==> src/rtl/uart_pkg.sv <==
// Shared UART definitions: transmitter state encoding, parity encodings and
// the data-bit-count decode used by both the transmitter and the receiver.
package uart_pkg;

  typedef enum logic [2:0] {
    IDLE,
    START,
    DATA,
    PARITY,
    STOP
  } tx_state_t;

  localparam logic PARITY_EVEN = 1'b0;
  localparam logic PARITY_ODD  = 1'b1;

  // 2'b00..2'b11 selects 5..8 data bits.
  function automatic logic [3:0] data_bits(input logic [1:0] sel);
    return 4'd5 + {2'b00, sel};
  endfunction

endpackage

==> src/rtl/uart_baud_tick.sv <==
// Bit-period timer: one-cycle tick every DIV = round(FREQUENCY_CLK/BAUD_RATE)
// clocks; clear restarts the period so the next tick lands DIV cycles later.
module uart_baud_tick #(
  parameter int unsigned BAUD_RATE     = 115200,
  parameter int unsigned FREQUENCY_CLK = 50000000
) (
  input  logic clk,
  input  logic reset_n,
  input  logic clear,
  output logic tick
);

  localparam int unsigned DIV   = (FREQUENCY_CLK + BAUD_RATE / 2) / BAUD_RATE;
  localparam int unsigned CNT_W = (DIV > 1) ? $clog2(DIV) : 1;
  localparam logic [CNT_W-1:0] CNT_MAX = CNT_W'(DIV - 1);

  logic [CNT_W-1:0] cnt_q, cnt_d;

  always_comb begin
    tick  = !clear && (cnt_q == CNT_MAX);
    cnt_d = (clear || tick) ? '0 : cnt_q + 1'b1;
  end

  always_ff @(posedge clk or negedge reset_n) begin
    if (!reset_n) begin
      cnt_q <= '0;
    end else begin
      cnt_q <= cnt_d;
    end
  end

endmodule

==> src/rtl/uart_tx.sv <==
// UART transmitter: start, 5-8 data bits LSB first, optional parity, 1-2 stop bits.
// Define UART_TX_BREAK_EN to add the tx_break input (holds the line low while idle).
module uart_tx
  import uart_pkg::*;
#(
  parameter int unsigned BAUD_RATE     = 115200,
  parameter int unsigned FREQUENCY_CLK = 50000000
) (
  input  logic       clk,
  input  logic       reset_n,
  input  logic [1:0] data_bit_num,
  input  logic       stop_bit_num,
  input  logic       parity_en,
  input  logic       parity_type,
  input  logic [7:0] tx_data,
  input  logic       tx_start,
  output logic       tx_ready,
  output logic       tx_busy,
  output logic       tx_done,
  input  logic       cts_n,
`ifdef UART_TX_BREAK_EN
  input  logic       tx_break,
`endif
  output logic       tx
);

  tx_state_t  state_q, state_d;
  logic [7:0] shift_q, shift_d;
  logic [2:0] bit_cnt_q, bit_cnt_d;
  logic [2:0] last_bit_q;
  logic       stop_cnt_q, stop_cnt_d;
  logic       stop2_q, par_en_q, par_bit_q;
  logic       tx_q, tx_d;
  logic       done_q, done_d;
  logic       rdy_en_q;
  logic       tick, accept, brk;
  logic [3:0] nbits;
  logic [7:0] mask;
  logic       par_calc;

`ifdef UART_TX_BREAK_EN
  assign brk = tx_break;
`else
  assign brk = 1'b0;
`endif

  uart_baud_tick #(
    .BAUD_RATE    (BAUD_RATE),
    .FREQUENCY_CLK(FREQUENCY_CLK)
  ) u_baud_tick (
    .clk    (clk),
    .reset_n(reset_n),
    .clear  (accept),
    .tick   (tick)
  );

  // rdy_en_q keeps tx_ready low through reset and until the first clock after it.
  assign tx_ready = rdy_en_q && (state_q == IDLE) && !cts_n && !brk;
  assign accept   = tx_start && tx_ready;
  assign tx_busy  = (state_q != IDLE);
  assign tx_done  = done_q;
  assign tx       = tx_q;

  // Parity is resolved at acceptance over only the bits that will be sent.
  assign nbits    = data_bits(data_bit_num);
  assign mask     = 8'hFF >> (4'd8 - nbits);
  assign par_calc = (^(tx_data & mask)) ^ (parity_type == PARITY_ODD);

  always_comb begin
    state_d    = state_q;
    shift_d    = shift_q;
    bit_cnt_d  = bit_cnt_q;
    stop_cnt_d = stop_cnt_q;
    done_d     = 1'b0;
    case (state_q)
      IDLE: begin
        if (accept) begin
          state_d    = START;
          shift_d    = tx_data;
          bit_cnt_d  = 3'd0;
          stop_cnt_d = 1'b0;
        end
      end
      START: begin
        if (tick) state_d = DATA;
      end
      DATA: begin
        if (tick) begin
          if (bit_cnt_q == last_bit_q) begin
            state_d = par_en_q ? PARITY : STOP;
          end else begin
            bit_cnt_d = bit_cnt_q + 3'd1;
            shift_d   = shift_q >> 1;
          end
        end
      end
      PARITY: begin
        if (tick) state_d = STOP;
      end
      STOP: begin
        if (tick) begin
          if (stop2_q && !stop_cnt_q) begin
            stop_cnt_d = 1'b1;
          end else begin
            state_d = IDLE;
            done_d  = 1'b1;
          end
        end
      end
      default: state_d = IDLE;
    endcase

    // tx is registered from the next state so each bit lines up with its state.
    case (state_d)
      START:   tx_d = 1'b0;
      DATA:    tx_d = shift_d[0];
      PARITY:  tx_d = par_bit_q;
      STOP:    tx_d = 1'b1;
      default: tx_d = !brk;
    endcase
  end

  always_ff @(posedge clk or negedge reset_n) begin
    if (!reset_n) begin
      state_q    <= IDLE;
      shift_q    <= '0;
      bit_cnt_q  <= '0;
      stop_cnt_q <= 1'b0;
      last_bit_q <= '0;
      stop2_q    <= 1'b0;
      par_en_q   <= 1'b0;
      par_bit_q  <= 1'b0;
      tx_q       <= 1'b1;
      done_q     <= 1'b0;
      rdy_en_q   <= 1'b0;
    end else begin
      state_q    <= state_d;
      shift_q    <= shift_d;
      bit_cnt_q  <= bit_cnt_d;
      stop_cnt_q <= stop_cnt_d;
      tx_q       <= tx_d;
      done_q     <= done_d;
      rdy_en_q   <= 1'b1;
      if (accept) begin
        last_bit_q <= 3'(nbits - 4'd1);
        stop2_q    <= stop_bit_num;
        par_en_q   <= parity_en;
        par_bit_q  <= par_calc;
      end
    end
  end

endmodule

==> config.mk <==
export PLATFORM = sky130hd
export DESIGN_NAME = uart_tx
export DESIGN_NICKNAME = d
export VERILOG_FILES = /design/src/rtl/uart_pkg.sv /design/src/rtl/uart_baud_tick.sv /design/src/rtl/uart_tx.sv
export SDC_FILE = /design/constraint.sdc
export NUM_CORES = 1
export LEC_CHECK = 0
export ABC_CLOCK_PERIOD_IN_PS = 2300
export BUFFER_PORTS_ARGS = -buffer_cell sky130_fd_sc_hd__buf_2
export CELL_PAD_IN_SITES_DETAIL_PLACEMENT = 1
export CELL_PAD_IN_SITES_GLOBAL_PLACEMENT = 2
export CORE_MARGIN = 3
export CORE_UTILIZATION = 30
export DETAILED_ROUTE_END_ITERATION = 10
export GPL_TIMING_DRIVEN = 0
export MAX_ROUTING_LAYER = met4
export PLACE_DENSITY_LB_ADDON = 0.1
export SYNTH_ARGS = -nofsm -noshare
export SYNTH_HDL_FRONTEND = slang
export SYNTH_HIERARCHICAL = 1
export SYNTH_SLANG_ARGS = --single-unit
==> constraint.sdc <==
create_clock -name clk -period 2.3 [get_ports clk]
set_input_delay 0.69 -clock clk [delete_from_list [all_inputs] [get_ports clk]]
set_output_delay 0.69 -clock clk [all_outputs]
set_load 0.02 [all_outputs]
# [Word-level counts from Yosys, hierarchy flattened]
# Cells that the tools add are included.
[op_classes] add_sub_neg=5 n_eq_ne=14 shifts=1 muxes=26 bitwise=2 reduce_logical=16
[ops] op="$mux W3" n=11
[ops] op="$mux W8" n=3
[ops] op="$pmux W8 S2" n=1
[ops] op="$pmux W3 S5" n=1
[ops] op="$eq A3 B2 Y1 const B" n=4
[ops] op="$add A9 B1 Y9 const B" n=1
[ops] op="$eq A9 B9 Y1 const B" n=1
[ops] op="$mux W9" n=1
[ops] op="$and A8 B8 Y8" n=1
[ops] op="$ne A2 B2 Y1 const B" n=4
[ops] op="$reduce_and A4 Y1" n=2
[ops] op="$reduce_xor A8 Y1" n=1
[ops] op="$shr A8 B4 Y8 const A" n=1
[ops] op="$eq A3 B1 Y1 const B" n=2
[ops] op="$mux W1" n=6
[ops] op="$pmux W3 S2" n=1
[ops] op="$logic_and A1 B1 Y1" n=5
[ops] op="$add A3 B2 Y4 const A" n=1
[ops] op="$reduce_bool A2 Y1" n=2
[ops] op="$sub A4 B4 Y4 const A" n=1
[ops] op="$add A3 B1 Y3 const B" n=1
[ops] op="$eq A3 B3 Y1" n=1
[ops] op="$eq A3 B3 Y1 const B" n=1
[ops] op="$logic_not A1 Y1" n=3
[ops] op="other kinds (8)" n=8
[totals] reg_bits=33 in_bits=17 out_inout_bits=4 word_cells=77

# [Logic depth before layout (Yosys ltp)]
[logic_depth] depth_word=10 mapped_depth=11 mapped_depth_nobuf=10

# [Modules after synthesis]
# The synthesis kept the hierarchy.
[modules_own_cells] mod="uart_tx" n_inst=1 cells_per_inst=128 area_each_um2=1291.2 seq_area_each_um2=601.8
[modules_own_cells] mod="uart_baud_tick" n_inst=1 cells_per_inst=48 area_each_um2=486.7 seq_area_each_um2=225.2

# [Worst setup path after synthesis]
# OpenSTA, ideal clock, no wires.
[synth_path] path_type="input -> register" start="in cts_n" end="reg bit_cnt_q[0]" setup_ns=0.125 arrival_time_ns=2.581 t_required_ns=2.175 slack_ns=-0.406 cell_stages=9 path_buffers=1 path_cell_list="nor3b_4 -> nand2_2 -> clkinv_4 -> buf_4 -> nor4_1 -> nand4bb_1 -> a31oi_4 -> nor2_4 -> mux2_4"
[synth_via] elab_chain_len=7 word_cells_on_any_way=8 classes_between="eq/ne: 2; reduce/logical: 6"
[synth_lines] element="start: declaration" line_no="uart_tx.sv:20" source="input logic cts_n,"
[synth_lines] element="$logic_not A1 Y1" line_no="uart_tx.sv:58" source="assign tx_ready = rdy_en_q && (state_q == IDLE) && !cts_n && !brk;"
[synth_lines] element="$logic_and A1 B1 Y1" line_no="uart_tx.sv:58"
[synth_lines] element="$logic_and A1 B1 Y1" line_no="uart_tx.sv:59" source="assign accept = tx_start && tx_ready;"
[synth_lines] element="via accept" line_no="uart_tx.sv:36" source="logic tick, accept, brk;"
[synth_lines] element="$logic_not A1 Y1" line_no="uart_baud_tick.sv:20" source="tick = !clear && (cnt_q == CNT_MAX);"
[synth_lines] element="$logic_and A1 B1 Y1" line_no="uart_baud_tick.sv:20"
[synth_lines] element="via tick" line_no="uart_tx.sv:36"
[synth_lines] element="$ne A2 B2 Y1 (no line)"
[synth_lines] element="$reduce_and A4 Y1 (no line)"
[synth_lines] element="end signal: assignment" line_no="uart_tx.sv:139" source="bit_cnt_q <= bit_cnt_d;"
[synth_lines] element="end: declaration" line_no="uart_tx.sv:29" source="logic [2:0] bit_cnt_q, bit_cnt_d;"
# The timed path passes the listed nets, and every way through them passes these cells.
# A chain may end at the register's enable or synchronous reset.

# [Worst setup path after layout]
[layout_path] start="reg state_q[1]" end="out tx_ready"
[layout_via] elab_chain_len=3
[layout_lines] element="start: declaration" line_no="uart_tx.sv:27" source="tx_state_t state_q, state_d;"
[layout_lines] element="start signal: assignment" line_no="uart_tx.sv:137" source="state_q <= state_d;"
[layout_lines] element="$logic_not A3 Y1" line_no="uart_tx.sv:58"
[layout_lines] element="$logic_and A1 B1 Y1 (2 in series)" line_no="uart_tx.sv:58"
[layout_lines] element="end: declaration" line_no="uart_tx.sv:17" source="output logic tx_ready,"
# Every way passes these cells.

==> flow_metrics.py <==
metrics = {
    "logic_synthesis": {
        "seq_area_frac_synth_pct": 46.5,
        "synth_seq_cells": 33,
        "synth_area_leaders": "dfrtp_1 45%, nand2_1 7.4%, xnor2_1 5.4%",
        "synth_flop_cell": "dfrtp_1",
        "synth_top_area_share_pct": 45.0,
        "syn-num-nets": 200,
        "synth_edf_count": 0,
        "netlist_area_mm2": 0.00178,
        "synth_top_cell_by_area": "dfrtp_1",
        "ys_warn_count": 6,
        "syn_inst": 176,
        "avgSynthCellArea_um2": 10.1,
        "async_flop_share_pct": 100,
        "ys_types": 48,
    },
    "clocking": {
        "cts_made_buffers": 5,
        "cts_root_buf": "clkbuf_8",
        "cts_max_path_buffers": 2,
        "postCtsHoldBufs": 0,
        "clk_pin_slew_worst_paths_ps": 70,
        "cts_max_level": 2,
        "worst_skew_pair.late_latency_ps": 280,
        "clkSinkCount": 33,
        "cts_tree": "yes",
    },
    "routing": {
        "detail_route.wl_per_cell_um": 13.6,
        "drt-initial-drc-count": 29,
        "via_per_inst": 4.87,
        "dr_total_vias": 1372,
        "dr.pass1.iters": 4,
        "drtAntennaViolNets": 0,
        "drc": 0,
        "routed_wl_um": 3840,
    },
    "critical_path": {
        "crit_chain": "or3_4 -> nor3b_4 -> buf_2",
        "critPathKind": "reg2out",
        "cp.required_ps": 1610,
        "max_stage_delay_ps": 400,
        "critPathSlowestCell": "dfrtp_2",
        "path_max_fanout": 3,
        "critPathLaunchType": "register",
        "worst_ep_arrival_time_ps": 1500,
        "end_kind": "primary output",
    },
    "sta": {
        "maxSlewViolCount": 0,
        "period_share_pct": 95.1,
        "finClkSkew_ps": 3.46,
        "timing.final.ws_setup_ps": 113,
        "hold_ws_ps": 476,
        "tightest_slew_ps": 754,
        "finalSetupViolCount": 0,
        "clock.fmax_mhz": 457,
        "rsz0062_at_grt": "true",
        "finalHoldViolCount": 0,
        "fin_crit_ps": 2190,
        "timing.max_slew.rel_slack_pct": 49.7,
    },
    "global_route": {
        "grt_pass1_vias": 1510,
        "grt_max_degree": 34,
        "grt_antenna_before_repair": 0,
        "grtUsageTotal_pct": 12.7,
        "grt_overflow_total": 0,
        "grt_pass1_wl_um": 6980,
    },
    "layout": {
        "final_cell_area_mm2": 0.00214,
        "fillers": 653,
        "area_growth_pct": 20.2,
        "layout-drive-gt1-share_pct": 26.2,
        "diodes": 0,
        "final_net_count": 234,
        "finish.utilization_pct": 38.1,
    },
    "die": {
        "die_h_um": 83.0,
        "num_rows": 27,
        "core_area_mm2": 0.00561,
        "start_util_pct": 31.7,
        "die_area_mm2": 0.00689,
        "io_pins": 21,
        "fp.dieW_um": 83.0,
    },
    "power_and_ir_drop": {
        "switching_power_uw": 822,
        "p_leak_nw": 0.968,
        "peakVddDrop_mv": 0.335,
        "p_int_mw": 1.39,
        "switching_share_pct": 37.2,
        "power_frac_clock_pct": 19.8,
        "comb_power_share_pct": 35.3,
        "power.share.sequential_pct": 45.0,
        "p_per_area_mw_per_mm2": 1030,
        "power.total_mw": 2.21,
    },
    "flow_run": {
        "max_cap_violations": 0,
    },
    "placed_design": {
        "io_buffers": 20,
        "routabilityCongestion": 0.815,
        "post-dp-hpwl_um": 2790,
        "placed_area_mm2": 0.00200,
        "dp_slack_ps": -376,
    },
    "run_status": {
        "outcome": "finished clean",
    },
    "min_path": {
        "hold_path_class": "in2async",
    },
}
-- per-layer routing --
| layer | vias up | GRT usage, % | routed length, um |
|---|---|---|---|
| met5 | - | - | 0 |
| met4 | 0 | 4.01 | 48 |
| met2 | 23 | 20.2 | 1850 |
| met3 | 4 | 3.37 | 148 |
| met1 | 674 | 15.8 | 1790 |
| li1 | 671 | - | - |
-- cells by family after synthesis --
logic type / count (synthesis) / share of synthesized area [%]
XOR/XNOR: 17 / 8.37
multiplexers: 2 / 1.41
AO/OA/AOI/OAI: 34 / 14.7
adder cells (fa/ha/maj): 7 / 4.93
other: 1 / 0.211
buffers and inverters: 14 / 3.59
AND/OR/NAND/NOR: 68 / 20.3
flip-flops: 33 / 46.5
-- path summary, 6_finish.rpt --
check	start	to	slack, ps	depth (start not counted)
worst min register to register	shift_q[2]$_DFFE_PN0P_	shift_q[2]$_DFFE_PN0P_	480	2
worst min-delay path	reset_n	par_en_q$_DFFE_PN0N_	480	1
min in group clk	shift_q[2]$_DFFE_PN0P_	shift_q[2]$_DFFE_PN0P_	480	2
worst max-delay path	state_q[1]$_DFF_PN0_	tx_ready	110	3
worst max register to register	state_q[1]$_DFF_PN0_	tx$_DFF_PN1_	150	10
max in group asynchronous	reset_n	state_q[2]$_DFF_PN0_	1300	1
-- flip-flops by register name, summed over array words and instances (netlist names) --
name               cells
u_baud_tick/cnt_q      9
shift_q                8
bit_cnt_q              3
last_bit_q             3
state_q                3
par_bit_q              1
par_en_q               1
rdy_en_q               1
stop2_q                1
stop_cnt_q             1
tx                     1
tx_done                1
-- critical path: cells and delay by family (launching register included) --
kind | cells | cell delay [ps]
DFF | 1 | 400
and+or+nand+nor | 2 | 620
buffers and inverters | 1 | 200
-- synthesized netlist by cell type, types with 2 or more instances --
master	count
nand2_1	35
dfrtp_1	32
xnor2_1	11
inv_1	10
o21ai_0	9
nor2_1	8
ha_1	7
a22oi_1	6
xor2_1	6
a21oi_1	3
a31oi_1	3
nand3_1	3
and3_1	2
buf_2	2
nand2b_1	2
nand3b_1	2
nand4_1	2
or3_1	2
or3_4	2
-- stage by stage --
step	setup TNS [ps]	instances
final	0	282
after global routing	-18.2	282
after CTS	0	280
after detailed placement	-3530	268
after global placement	-3330	268
after floorplan	-484	176
-- cell type report --
| class | instances | area, um^2 | share of cell area (%) |
|---|---|---|---|
| inverter | 11 | 48.8 | 2.28 |
| clock buffer | 7 | 86.3 | 4.04 |
| sequential | 33 | 831 | 38.9 |
| tap | 72 | 90.1 | 4.22 |
| multi-input combinational | 129 | 905 | 42.3 |
| timing repair buffer | 28 | 160 | 7.49 |
| buffer | 2 | 16.3 | 0.761 |
-- power groups by stage --
stage	sequential, mW	combinational, mW	clock (mW)
after floorplan	0.976	0.580	0
after global placement	1.00	0.718	0
after detailed placement	1.02	0.747	0
after CTS	0.993	0.787	0.463
after global routing	1.03	0.898	0.492
final	0.993	0.779	0.436
-- repair_timing --
| action | 4_1_cts | 5_1_grt |
|---|---|---|
| pin swaps | 4 | 5 |
| endpoints found under the setup margin | 11 | 11 |
| setup buffers | 5 | 3 |
| resized for setup | 3 | 3 |
| endpoints found under the hold margin | 0 | 0 |
-- placed cells by master, fill, tap and decap left out, types with 2 or more instances in the layout --
cell type	netlist	routed
dfrtp_1	32	29
a22oi_1	6	6
buf_2	2	21
xor2_1	6	6
or3_1	2	2
a21oi_1	3	3
and3_1	2	2
a31oi_1	3	3
dfrtp_2	0	3
nand3b_1	2	2
nand2b_1	2	2
o21ai_0	9	9
nand2_2	1	2
inv_1	10	10
nand2_1	35	34
nor2_1	8	8
nand3_1	3	3
nand4_1	2	2
buf_4	1	8
clkbuf_8	0	6
xnor2_1	11	11
or3_4	2	2
ha_1	7	7
Power figures use the tool's default switching activity.
